File: config.mk
export PLATFORM = sky130hd
export DESIGN_NAME = score_bcd_converter
export DESIGN_NICKNAME = d
export VERILOG_FILES = /design/src/rtl/score_pkg.sv /design/src/rtl/score_bcd_converter_bcd_adjust.sv /design/src/rtl/score_bcd_converter.sv
export SDC_FILE = /design/constraint.sdc
export NUM_CORES = 1
export LEC_CHECK = 0
export CAP_MARGIN = 20
export CORE_MARGIN = 3
export CORE_UTILIZATION = 57
export DETAILED_ROUTE_END_ITERATION = 8
export PLACE_DENSITY = 0.79
export SLEW_MARGIN = 20
export SYNTH_ARGS = -nofsm -noshare
export SYNTH_HDL_FRONTEND = slang
export SYNTH_SLANG_ARGS = --single-unit
File: constraint.sdc
create_clock -name clock -period 2.02 [get_ports clock]
set_clock_uncertainty 0.1 [all_clocks]
set_input_delay 0.404 -clock clock [delete_from_list [all_inputs] [get_ports clock]]
set_output_delay 0.404 -clock clock [all_outputs]
set_load 0.02 [all_outputs]
File: src/rtl/score_pkg.sv
// Shared types and default sizing for the score/timer decimal display path.
// The HUD and renderer placement logic use the same defaults.
package score_pkg;

    localparam int DEFAULT_BIN_WIDTH = 20;
    localparam int DEFAULT_DIGITS    = 6;

    typedef logic [3:0] digit_t;

    typedef enum logic [1:0] {
        IDLE,
        SHIFT,
        COMMIT
    } conv_state_t;

    function automatic logic [63:0] pow10(input int n);
        logic [63:0] acc;
        acc = 64'd1;
        for (int i = 0; i < n; i++) begin
            acc = acc * 64'd10;
        end
        return acc;
    endfunction

endpackage

File: src/rtl/score_bcd_converter_bcd_adjust.sv
// Per-nibble add-3 correction that is applied before each double-dabble shift.
module bcd_adjust
    import score_pkg::*;
#(
    parameter int DIGITS = DEFAULT_DIGITS
) (
    input  logic [DIGITS*4-1:0] bcd_in,
    output logic [DIGITS*4-1:0] bcd_out
);

    digit_t nib;

    always_comb begin
        bcd_out = '0;
        nib     = '0;
        for (int i = 0; i < DIGITS; i++) begin
            nib = bcd_in[i*4 +: 4];
            bcd_out[i*4 +: 4] = (nib >= 4'd5) ? nib + 4'd3 : nib;
        end
    end

endmodule

File: src/rtl/score_bcd_converter.sv
// Iterative binary-to-BCD converter. Decimal digits for the renderer are committed
// in a single cycle, so a displayed frame never shows a partly converted value.
module score_bcd_converter
    import score_pkg::*;
#(
    parameter int BIN_WIDTH = DEFAULT_BIN_WIDTH,
    parameter int DIGITS    = DEFAULT_DIGITS,
    localparam int IDX_W    = $clog2(DIGITS)
) (
    input  logic                 clock,
    input  logic                 reset_n,
    input  logic [BIN_WIDTH-1:0] value,
    input  logic                 start,
    output logic                 busy,
    output logic                 done,
    output logic                 overflow,
    input  logic [IDX_W-1:0]     digit_index,
    output digit_t               digit,
    output logic                 digit_blank
);

    localparam int          BCD_W   = DIGITS * 4;
    localparam int          CNT_W   = $clog2(BIN_WIDTH + 1);
    localparam logic [63:0] MAX_VAL = pow10(DIGITS) - 64'd1;

    conv_state_t            state, state_next;
    logic [BIN_WIDTH-1:0]   shift_q;
    logic [BCD_W-1:0]       bcd_q;
    logic [BCD_W-1:0]       bcd_adj;
    logic [CNT_W-1:0]       cnt_q;
    logic                   ovf_pending_q;
    logic                   done_q;
    logic                   overflow_q;
    digit_t                 committed_q [DIGITS];

    // An out-of-range value is shown as all nines rather than wrapped digits.
    function automatic digit_t sat_digit(input digit_t d, input logic sat);
        return sat ? 4'd9 : d;
    endfunction

    bcd_adjust #(.DIGITS(DIGITS)) u_bcd_adjust (
        .bcd_in  (bcd_q),
        .bcd_out (bcd_adj)
    );

    always_ff @(posedge clock or negedge reset_n) begin
        if (!reset_n) state <= IDLE;
        else          state <= state_next;
    end

    always_comb begin
        state_next = state;
        case (state)
            IDLE:    if (start) state_next = SHIFT;
            SHIFT:   if (cnt_q == CNT_W'(1)) state_next = COMMIT;
            COMMIT:  state_next = IDLE;
            default: state_next = IDLE;
        endcase
    end

    always_ff @(posedge clock or negedge reset_n) begin
        if (!reset_n) begin
            shift_q       <= '0;
            bcd_q         <= '0;
            cnt_q         <= '0;
            ovf_pending_q <= 1'b0;
            done_q        <= 1'b0;
            overflow_q    <= 1'b0;
            for (int i = 0; i < DIGITS; i++) committed_q[i] <= '0;
        end else begin
            done_q <= 1'b0;
            case (state)
                IDLE: begin
                    if (start) begin
                        shift_q       <= value;
                        bcd_q         <= '0;
                        cnt_q         <= CNT_W'(BIN_WIDTH);
                        ovf_pending_q <= (64'(value) > MAX_VAL);
                    end
                end
                SHIFT: begin
                    // Bits leaving the top of the BCD register are dropped on purpose.
                    bcd_q   <= {bcd_adj[BCD_W-2:0], shift_q[BIN_WIDTH-1]};
                    shift_q <= {shift_q[BIN_WIDTH-2:0], 1'b0};
                    cnt_q   <= cnt_q - CNT_W'(1);
                end
                COMMIT: begin
                    for (int i = 0; i < DIGITS; i++) begin
                        committed_q[i] <= sat_digit(bcd_q[i*4 +: 4], ovf_pending_q);
                    end
                    overflow_q <= ovf_pending_q;
                    done_q     <= 1'b1;
                end
                default: ;
            endcase
        end
    end

    assign busy     = (state != IDLE);
    assign done     = done_q;
    assign overflow = overflow_q;

    // Read port: combinational from committed digits only.
    always_comb begin
        digit       = '0;
        digit_blank = 1'b1;
        if (int'(digit_index) < DIGITS) begin
            digit_blank = (digit_index != '0);
            for (int i = 0; i < DIGITS; i++) begin
                if (i == int'(digit_index)) digit = committed_q[i];
                if (i >= int'(digit_index) && committed_q[i] != '0) digit_blank = 1'b0;
            end
        end
    end

endmodule

# == Word level (Yosys, flattened, before mapping) ==
# Index checks and enable logic that the tools add are counted.
# totals
ff_bits,78
input_bits,26
output_inout_bits,8
elab_cells,100
# classes
addsub,7
n_lt_le_gt_ge,14
n_eq_ne,10
n_mux,36
reduce_logical,20
# ops
op,count
$mux 4,18
$pmux 24 s2,1
$pmux 20 s2,1
$ge 4x3->1 const B,6
$mux 24,1
$reduce_bool 4->1,6
$add 4x2->4 const B,5
$gt 20x20->1 const B,1
$mux 20,1
$eq 3x3->1 const A,4
$pmux 5 s2,1
$mux 1,8
$ge 1x3->1 const A,2
$ge 2x3->1 const A,2
$ge 3x3->1 const A,2
$logic_and 1x1->1,6
$reduce_and 2->1,3
$eq 5x1->1 const B,1
$mux 5,1
$sub 5x1->5 const B,1
$mux 2,2
$ne 2x2->1 const B,2
$pmux 2 s2,1
$reduce_bool 2->1,2
9 further kinds,9

# == Depth between registers and ports, before layout ==
# depth
word_depth,9
depth_mapped,6
mapped_depth_nobuf,6

# == Modules after synthesis ==
# From an unflattened synthesis, not the netlist that was laid out.
# hier_totals
hier_cells,474
area_unflattened_um2,4115.2
# by_module_without_submodules
mod,instances,cells_per_inst,area_per_inst_um2,seq_area_each_um2
score_bcd_converter,1,378,3507.1,1951.9
bcd_adjust,1,96,608.1,0.0

# == Worst setup path after synthesis ==
# OpenSTA, ideal clock, no wires.
# synth_timing
path_type,input-to-output
from,input digit_index[0]
to,output digit[0]
t_arrival_ns,1.281
t_required_ns,1.516
slack_ns,0.235
stages,4
path_buffers,1
cell_sequence,buf_4 > mux4_2 > inv_1 > o22ai_1
# synth_via
elab_chain_cells,8
elab_cells_between_ends,14
cone_classes,1 x order compare; 5 x eq/ne; 7 x mux; 1 x reduce/logical
# synth_rtl
element,line,rtl
start: declaration,score_bcd_converter.sv:17,"input logic [IDX_W-1:0] digit_index,"
$logic_not 3->1,score_bcd_converter.sv:110,if (i == int'(digit_index)) digit = committed_q[i];
$mux 4 (6 in a row),score_bcd_converter.sv:110,
$mux 4 (*),score_bcd_converter.sv:107,if (int'(digit_index) < DIGITS) begin
end: declaration,score_bcd_converter.sv:18,"output digit_t digit,"
# Every way passes the cells marked *; elsewhere a longest branch is shown, timed or not.

# == Worst setup path after layout ==
# layout_timing
from,register committed_q[13] (netlist name)
to,output digit[1]
# layout_via
elab_chain_cells,5
# layout_rtl
element,line,rtl
start: declaration,score_bcd_converter.sv:34,digit_t committed_q [DIGITS];
start signal: indexed assignment,score_bcd_converter.sv:89,"committed_q[i] <= sat_digit(bcd_q[i*4 +: 4], ovf_pending_q);"
$mux 4 (4 in a row),score_bcd_converter.sv:110,
$mux 4,score_bcd_converter.sv:107,
# No other way between the ends.

==> reports/results.ini <==
[power_and_ir_drop]
powerDensity_nw_per_um2 = 1460
ir_drop_mv = 0.683
p_leak_nw = 2.16

[sta]
setup_violations = 5
finalHoldViolCount = 0
max_freq_mhz = 465
timing.final.ws_setup_ns = -0.132
min_period_ns = 2.15
rsz0062_at_grt = yes
worstMarginPinSlew_ns = 0.444
fin_crit_sh = 1.07
drv_slew = 0
relSlewSlack = 0.704

[setup_path]
r2r_setup_slack_ns = 0.21
path_class = reg -> out
cp_cell_sequence = buf_6, mux4_2, inv_2, o22ai_1, buf_4
critPathLaunchType = flip-flop
r2r_end = bcd_q[10]
cp_num_buf_inv = 3
cp.arrival_ns = 1.65
rr_worst_depth = 6
required_ns = 1.52
crit_family = multiplexers
crit_slowest_cell = mux4_2
cp_slowest_stage_delay_ns = 0.46
timing.rr.start = bcd_q[9]
path_max_fanout = 2
crit_path_end_kind = output port

[drt]
drc_errors = 0
drt-initial-drc-count = 284
via_count = 3138
wl_um = 8480
via_per_inst = 5.85
wire_per_inst_um = 15.8
firstDrtPassIters = 5
ant_nets = 0

[synth]
netlist_area_um2 = 3960
synth_edf_count = 0
ys.flop_type = dfrtp_1
synth_cells = 401
yosysWarnings = 0
syn_nets = 441
synthDistinctLibCells = 43
syn_avg_cell_area_um2 = 9.88
synthArstFlopShare = 1.00
ys_ff_latch = 78
ys_seq_area_frac = 0.492

[worst_hold_path]
hp-class = reg -> reg
hold_path_startpoint = shift_q[5]
min_path_cells = 2
hold_end = shift_q[5]

[placed_design]
gp_congestion = 0.842
portBuffers = 33
place_hpwl_um = 5960
placed_cell_area_um2 = 4500
place_ws_ns = -0.763

[finish]
syn_to_final_growth_pct = 20.1
finalInstanceArea_um2 = 4760
final.fill_count = 456
fin_nets = 494
drive_above_1_share = 0.176
n_antenna_cell = 0

[run]
cap_viol_max_count = 0

[clocking]
clk_path_buf_depth = 2
clock_latency_ns = 0.36
cts.sink_count = 78
cts_tree = yes
clockRootBuffer = clkbuf_8
cts_buffers = 9
cts.clk_slew.worst_paths_ns = 0.08
cts_max_level = 3

[outcome]
status = finished, violations left
violations = setup timing

[floorplan]
die_h_um = 89.4
core-area_um2 = 6530
start_util = 0.607
num_rows = 29
die_area_um2 = 7990
die_w_um = 89.4
io_pins = 34

[global_route]
grt_max_degree = 51
globalRouteTotalUtil = 0.238
grt_pass1_vias = 3093
grt_pass1_wl_um = 14600
overflow = 0
grt_antenna_before_repair = 0

how the worst max path moves through the flow:
stage | start | endpoint | cells past startpoint | slack, ns
2_1_floorplan | digit_index[0] | digit[0] | 4 | 0.23
3_3_place_gp | digit_index[0] | digit[0] | 5 | -0.73
3_5_place_dp | digit_index[0] | digit[1] | 5 | -0.76
4_1_cts | committed_q[13] | digit[1] | 5 | -0.14
5_1_grt | committed_q[6] | digit_blank | 6 | -0.27
6_report | committed_q[13] | digit[1] | 5 | -0.13
Yosys cell counts, types with 2 or more instances:
master / number / share of area
buf_6: 3 / 0.0085
o21ai_1: 2 / 0.0025
dfrtp_1: 78 / 0.49
buf_2: 12 / 0.015
nor4_1: 6 / 0.0095
nor2_1: 14 / 0.013
o21ai_0: 37 / 0.047
o22ai_1: 4 / 0.0063
a22oi_1: 19 / 0.036
mux4_2: 4 / 0.023
xor2_1: 5 / 0.011
buf_4: 2 / 0.0038
ha_1: 14 / 0.044
o31ai_1: 20 / 0.038
mux2i_1: 5 / 0.013
a21oi_1: 7 / 0.0088
a32o_1: 6 / 0.015
clkbuf_1: 9 / 0.0085
mux2_2: 6 / 0.017
xnor2_1: 6 / 0.013
nand2_1: 70 / 0.066
nand3_1: 19 / 0.024
nand2b_1: 15 / 0.024
inv_1: 19 / 0.018
repair_timing:
action / CTS / global route
resized for setup: 32 / 13
setup endpoints to repair: 6 / 5
hold buffers: 1 / 0
buffers inserted: 2 / 1
endpoints found under the hold margin: 28 / 0
pin swaps: 0 / 0
registers in the layout, indices dropped and copies added (netlist names):
signal / flops
overflow: 1
bcd_q: 24
cnt_q: 5
ovf_pending_q: 1
done: 1
state: 2
committed_q: 24
shift_q: 20
cell type report:
cell class,instances,area [µm²],share of cell area
Tap cell,77,96.3,0.0202
Clock inverter,7,73.8,0.0155
Multi-Input combinational cell,278,1820,0.383
Timing Repair Buffer,68,621,0.130
Clock buffer,9,124,0.0260
Sequential cell,78,1950,0.410
Inverter,19,71.3,0.0150
metrics by stage:
step                      std cells   util  hold slack (ns)  TNS, ns  power [mW]
final                           536  0.729            0.383   -0.576        6.95
after CTS                       535  0.724            0.383   -0.660        6.94
after global routing            536  0.729            0.409   -0.959        7.56
after global placement          516  0.689            0.258    -3.57        5.51
after detailed placement        516  0.689            0.251    -3.73        5.70
after floorplan                 401      -          0.00841        0        4.68
per-layer routing:
metal | vias to the layer above | wire, µm | global-route usage | share of wire
met3 | 18 | 460 | 0.0571 | 0.054
met4 | 0 | 185 | 0.104 | 0.022
met2 | 95 | 3900 | 0.354 | 0.46
li1 | 1520 | - | - | -
met5 | - | 0 | 0 | 0
met1 | 1505 | 3930 | 0.334 | 0.46
tightest hold or removal path, delay by kind of cell, from the launching register on:
kind             cells  cell delay (ns)
DFF                  1             0.35
and+or+nand+nor      2             0.11
cell usage in the layout, fill, tap and decap left out, types with 3 or more instances in the layout:
cell,Yosys,routed
a21oi_1,7,7
a22oi_1,19,19
a32o_1,6,6
buf_4,2,32
buf_6,3,6
clkbuf_8,0,9
clkdlybuf4s50_1,0,24
dfrtp_1,78,78
ha_1,14,14
inv_1,19,15
inv_2,0,4
mux2_2,6,6
mux2i_1,5,5
mux4_2,4,4
nand2_1,70,70
nand2b_1,15,15
nand3_1,19,19
nor2_1,14,14
nor4_1,6,4
o21ai_0,37,36
o21ai_1,2,3
o31ai_1,20,20
xnor2_1,6,6
xor2_1,5,5
logic make-up (layout without fill, tap and decap cells):
kind of cell | Yosys count | count (layout) | share of synthesized area
simple gates | 134 | 134 | 0.161
mux | 15 | 15 | 0.0524
flops | 78 | 78 | 0.492
fa+ha+maj | 14 | 14 | 0.0442
buf+inv | 45 | 103 | 0.0540
xor+xnor | 11 | 11 | 0.0243
compound gates | 104 | 104 | 0.171
where the power goes:
| part | switching, mW | internal, mW |
|---|---|---|
| registers | 0.512 | 2.17 |
| clock network | 0.595 | 0.574 |
| logic | 1.59 | 1.51 |
| total | 2.70 | 4.25 |
(Power assumes the default switching activity.)
